[src/rtl/a_channel_receiver.sv]
// Receiver for the A channel: assembles 1/2/4-beat messages into a 32-bit word,
// checks beat order and opcode legality, and hands each message to a one-entry buffer.
module a_channel_receiver #(
    parameter int COUNT_W = 16
) (
    input  logic               clk,
    input  logic               reset_n,
    input  logic               a_valid,
    output logic               a_ready,
    input  logic [3:0]         a_opcode,
    input  logic [1:0]         a_beat,
    input  logic [7:0]         a_data,
    output logic               msg_valid,
    input  logic               msg_ready,
    output logic [3:0]         msg_opcode,
    output logic [1:0]         msg_len,
    output logic [31:0]        msg_data,
    output logic               err_valid,
    output logic [1:0]         err_code,
    output logic [COUNT_W-1:0] msg_count,
    output logic [COUNT_W-1:0] err_count
);

    // Handshakes: a transfer happens on a rising clk edge where valid && ready;
    // valid never waits on ready, and a producer holds its payload stable until it transfers.
    typedef enum logic [1:0] {IDLE, COLLECT, HOLD} state_t;

    state_t      state_q, state_d;
    logic [1:0]  expect_q, expect_d;
    logic [3:0]  op_d;
    logic [1:0]  len_d;
    logic [31:0] data_d;
    logic [1:0]  err_d;
    logic        msg_done;
    logic        beat_acc;
    logic        op_legal;
    logic [1:0]  op_len;

    assign a_ready   = (state_q != HOLD);
    assign msg_valid = (state_q == HOLD);
    assign beat_acc  = a_valid && a_ready;

    always_comb begin
        op_legal = 1'b0;
        op_len   = 2'd0;
        case (a_opcode)
            4'h0: begin op_legal = 1'b1; op_len = 2'd3; end
            4'h1: begin op_legal = 1'b1; op_len = 2'd1; end
            4'h4: begin op_legal = 1'b1; op_len = 2'd0; end
            default: begin op_legal = 1'b0; op_len = 2'd0; end
        endcase
    end

    always_comb begin
        state_d  = state_q;
        expect_d = expect_q;
        op_d     = msg_opcode;
        len_d    = msg_len;
        data_d   = msg_data;
        err_d    = 2'd0;
        msg_done = 1'b0;
        case (state_q)
            IDLE: begin
                if (beat_acc) begin
                    if (!op_legal) begin
                        err_d = 2'd1;
                    end else if (a_beat != 2'd0) begin
                        err_d = 2'd2;
                    end else begin
                        data_d   = {24'h0, a_data};
                        op_d     = a_opcode;
                        len_d    = op_len;
                        expect_d = 2'd1;
                        state_d  = (op_len == 2'd0) ? HOLD : COLLECT;
                    end
                end
            end
            COLLECT: begin
                // Opcode change wins over a bad beat index; either way the beat is dropped.
                if (beat_acc) begin
                    if (a_opcode != msg_opcode) begin
                        err_d   = 2'd3;
                        state_d = IDLE;
                    end else if (a_beat != expect_q) begin
                        err_d   = 2'd2;
                        state_d = IDLE;
                    end else begin
                        data_d[{a_beat, 3'b000} +: 8] = a_data;
                        expect_d = expect_q + 2'd1;
                        if (a_beat == msg_len) begin
                            state_d = HOLD;
                        end
                    end
                end
            end
            HOLD: begin
                if (msg_ready) begin
                    state_d  = IDLE;
                    msg_done = 1'b1;
                end
            end
            default: state_d = IDLE;
        endcase
    end

    always_ff @(posedge clk or negedge reset_n) begin
        if (!reset_n) begin
            state_q    <= IDLE;
            expect_q   <= 2'd0;
            msg_opcode <= 4'h0;
            msg_len    <= 2'd0;
            msg_data   <= 32'h0;
            err_valid  <= 1'b0;
            err_code   <= 2'd0;
        end else begin
            state_q    <= state_d;
            expect_q   <= expect_d;
            msg_opcode <= op_d;
            msg_len    <= len_d;
            msg_data   <= data_d;
            err_valid  <= (err_d != 2'd0);
            err_code   <= err_d;
        end
    end

    // Each counter counts its own event: a message handshake, or a visible error pulse.
    always_ff @(posedge clk or negedge reset_n) begin
        if (!reset_n) begin
            msg_count <= '0;
            err_count <= '0;
        end else begin
            if (msg_done && !(&msg_count)) begin
                msg_count <= msg_count + COUNT_W'(1);
            end
            if (err_valid && !(&err_count)) begin
                err_count <= err_count + COUNT_W'(1);
            end
        end
    end

endmodule

[config.mk]
export PLATFORM = sky130hd
export DESIGN_NAME = a_channel_receiver
export DESIGN_NICKNAME = d
export VERILOG_FILES = /design/src/rtl/a_channel_receiver.sv
export SDC_FILE = /design/constraint.sdc
export NUM_CORES = 1
export LEC_CHECK = 0
export BUFFER_PORTS_ARGS = -buffer_cell sky130_fd_sc_hd__buf_2
export CAP_MARGIN = 5
export CORE_UTILIZATION = 50
export DETAILED_ROUTE_END_ITERATION = 10
export MAX_ROUTING_LAYER = met4
export PLACE_DENSITY = 0.82
export SETUP_SLACK_MARGIN = 0.3
export SYNTH_ARGS = -nofsm -noshare
export SYNTH_HDL_FRONTEND = slang
export SYNTH_SLANG_ARGS = --single-unit
[constraint.sdc]
create_clock -name clk -period 2.9 [get_ports clk]
set_input_delay 0.725 -clock clk [delete_from_list [all_inputs] [get_ports clk]]
set_output_delay 0.725 -clock clk [all_outputs]
set_load 0.02 [all_outputs]
==> metrics <==
status=finished, final reports clean; post-synthesis xor/xnor area fraction=8.42%; total gr overflow=0; Sw Pwr=0.00151 W; CP Launch Type=flip-flop; Critical Path Fanout Max=10; Internal Pwr Total=0.00234 W; Worst-Margin Slew=0.966 ns; Static Leak=2.48 nW; die width=88.4 µm; largest family of logic cells by synthesized area=simple AND/OR/NAND/NOR gates; Worst setup EP type=flip-flop; Seq/Total Area, Yosys=51.7%; CTS tree=done; syn_area_per_cell=10.4 µm²; combinational fraction of design power=35.0%; routed length per instance=13.4 µm; Slew Limit Fails=0; Synth Warn #=0; switching part of the total=39.2%; initial antenna violation count=0; HPWL Detailed=5440 µm; post-synthesis compound-gate area fraction=6.84%; Post-CTS Hold Buffers=0; Seq pwr share=43.1%; total of max-cap violations=0; Cell Area, Synth=3730 µm²; VDD IR-drop max=0.396 mV; vias in the first global route=2699; CP top delay family=compound AO/OA/AOI/OAI gates; Post-Syn Nets=382; pin count of the biggest net entering global routing=78; post-cts sizing count=0; Layout Skew=0.0138 ns; PnR Total Power=0.00385 W; P&R area growth vs syn=21.0%; Hold Violations, Final=0; clk buf depth=2; Die Area=7810 µm²; post-CTS setup buffer count=0; Residual DRC=0; vias per cell=5.13; minimum clock period=2.09 ns; clock power share=21.9%; CP max stage cell=a41oi_1; Critical Path RT=3.14 ns; Routed Antenna Nets=0; first-pass GRT wire length=12300 µm; core area=7210 µm²; fmax=478 MHz; critical path class=flip-flop to flip-flop; mux cell area share after synthesis=9.49%; Slew headroom=35.6%; Die Y=88.4 µm; antenna diode count=0; IO buf count=92; Hold Crit Class=flip-flop to flip-flop; routability cong.=0.867; Final Cycle Share=72.1%; TritonCTS buffer count=9; Final setup viols=0; unrepaired setup endpoints after global routing=no; # clock sinks=77; setup TNS=0 ns; Synth Area in Adders=2.01%; power per cell area=854 nW/µm²; clk_lat worst skew=0.35 ns; CP bufs+invs=0; Synth Area in Simple Gates=16.6%; # H-tree levels=3; worst path cell trace=ha_1 > nand4_1 > nor3_1 > a41oi_1 > mux2_2; cell count after synthesis=358; Critical Path Max Stage Delay=0.72 ns; CTS Root Buffer Type=clkbuf_8; First-pass DRT Iterations=4; Synth cell types=45; starting density of the core=51.7%; detailed-route via count=2871; IO Count=93; routed wire length=7520 µm; row cnt=31; 1st-iter DRT viols=125; FF+latch count, synth=77; Data arrival, critical path=2.33 ns; Layout Nets=480; GRT Overall Usage=20.9%; layout cells sized above 1=26.2%; Reg clk slew, reported paths=0.09 ns
==> kinds of logic (layout without fill, tap and decap cells) <==
kind of cell | Yosys count | in the layout
compound gates | 32 | 32
xor+xnor | 35 | 35
fa+ha+maj | 6 | 6
buf+inv | 47 | 150
flops | 77 | 77
mux | 35 | 35
simple gates | 126 | 126
==> metrics by stage <==
step / setup slack [ns] / std cells / area, µm² / hold WS [ns] / util [%]
floorplan: 0.382 / 358 / 3730 / 0.429 / -
global placement: 0.513 / 544 / 4300 / 0.472 / 59.6
detailed placement: 0.476 / 544 / 4300 / 0.479 / 59.6
CTS: 0.779 / 560 / 4510 / 0.492 / 62.5
global route: 0.655 / 560 / 4510 / 0.511 / 62.5
finish: 0.808 / 560 / 4510 / 0.490 / 62.5
==> state kept, by name, summed over array words and instances (netlist names) <==
register / count
msg_len: 2
err_count: 16
err_code: 2
msg_opcode: 4
msg_count: 16
msg_data: 32
err_valid: 1
state_q: 2
expect_q: 2
==> layout by cell type, fill, tap and decap left out, types with 4 or more instances in the layout <==
cell type	count
nand2b_1	4
buf_4	4
dfrtp_1	77
ha_1	6
nor2b_1	4
nand3_1	7
xnor2_1	16
inv_1	39
a21oi_1	5
buf_2	91
o21ai_0	7
xor2_1	18
and3_1	5
nor2_1	24
nor3_1	4
o21ai_4	4
and4_1	4
nand4_1	12
mux2i_1	32
clkbuf_8	11
nand2_1	52
==> per-layer routing <==
metal,track usage [%],up-vias,wire [µm]
li1,-,1388,-
met1,26.8,1393,3510
met2,33.7,82,3570
met3,3.45,8,325
met4,7.62,0,105
met5,-,-,0
==> cell usage after synthesis <==
library cell  number  area, µm²
clkbuf_1           4       15.0
a41oi_1            1       8.76
inv_1             39        146
nor4bb_1           1       10.0
o211ai_1           2       15.0
a22o_1             1       8.76
nand4_1           12       75.1
o22ai_1            1       6.26
xnor2_1           16        140
nor3_1             4       20.0
nor2_1            24       90.1
or3_1              1       6.26
or2_2              2       12.5
nand3_1            7       35.0
o41a_1             1       11.3
o21ai_0            7       35.0
a21oi_1            5       25.0
nor4_1             2       12.5
buf_1              3       11.3
buf_6              1       11.3
o21a_1             2       15.0
mux2_1             1       11.3
o221ai_1           1       8.76
ha_1               6       75.1
mux2i_1           32        320
nor4b_4            1       23.8
a21boi_1           1       7.51
dfrtp_1           77       1930
a221o_1            1       10.0
o21bai_1           2       15.0
nor3b_1            1       7.51
xor2_1            18        158
nor2b_1            4       25.0
and4_1             4       35.0
nand2_1           52        195
a32oi_1            1       8.76
o211a_1            1       10.0
o21ai_4            4       65.1
and3_1             5       31.3
nand2b_1           4       25.0
and2_1             1       6.26
xor2_2             1       16.3
mux2_2             2       22.5
and4b_1            1       10.0
o21ai_1            1       5.00
==> power by group through the flow <==
stage	sequential [W]	clock [W]	combinational [W]
final	0.00166	0.000843	0.00135
after global routing	0.00171	0.000896	0.00148
after CTS	0.00166	0.000865	0.00137
after global placement	0.00167	0	0.00133
after floorplan	0.00203	0	0.000501
after detailed placement	0.00168	0	0.00136
==> final cells by class <==
class                      instances  area [µm²]
sequential                        77        1930
tap                               99         124
timing repair buffer              95         485
clock buffer                      11         151
clock inverter                     5        58.8
fill                             628        2700
multi-input combinational        234        1620
inverter                          39         146
==> worst paths after layout <==
path | endpoint | cells after the start | startpoint | slack, ns
worst max-delay path | msg_count[1] | 5 | msg_count[0] | 0.81
worst min-delay path | err_count[9] | 1 | err_count[9] | 0.49
worst max register to register | msg_count[1] | 5 | msg_count[0] | 0.81
worst min register to register | err_count[9] | 1 | err_count[9] | 0.49
max in group asynchronous | err_count[2] | 1 | reset_n | 1.75
min in group asynchronous | msg_opcode[0] | 1 | reset_n | 0.54
Note: power is estimated with default switching activity, not from simulation.
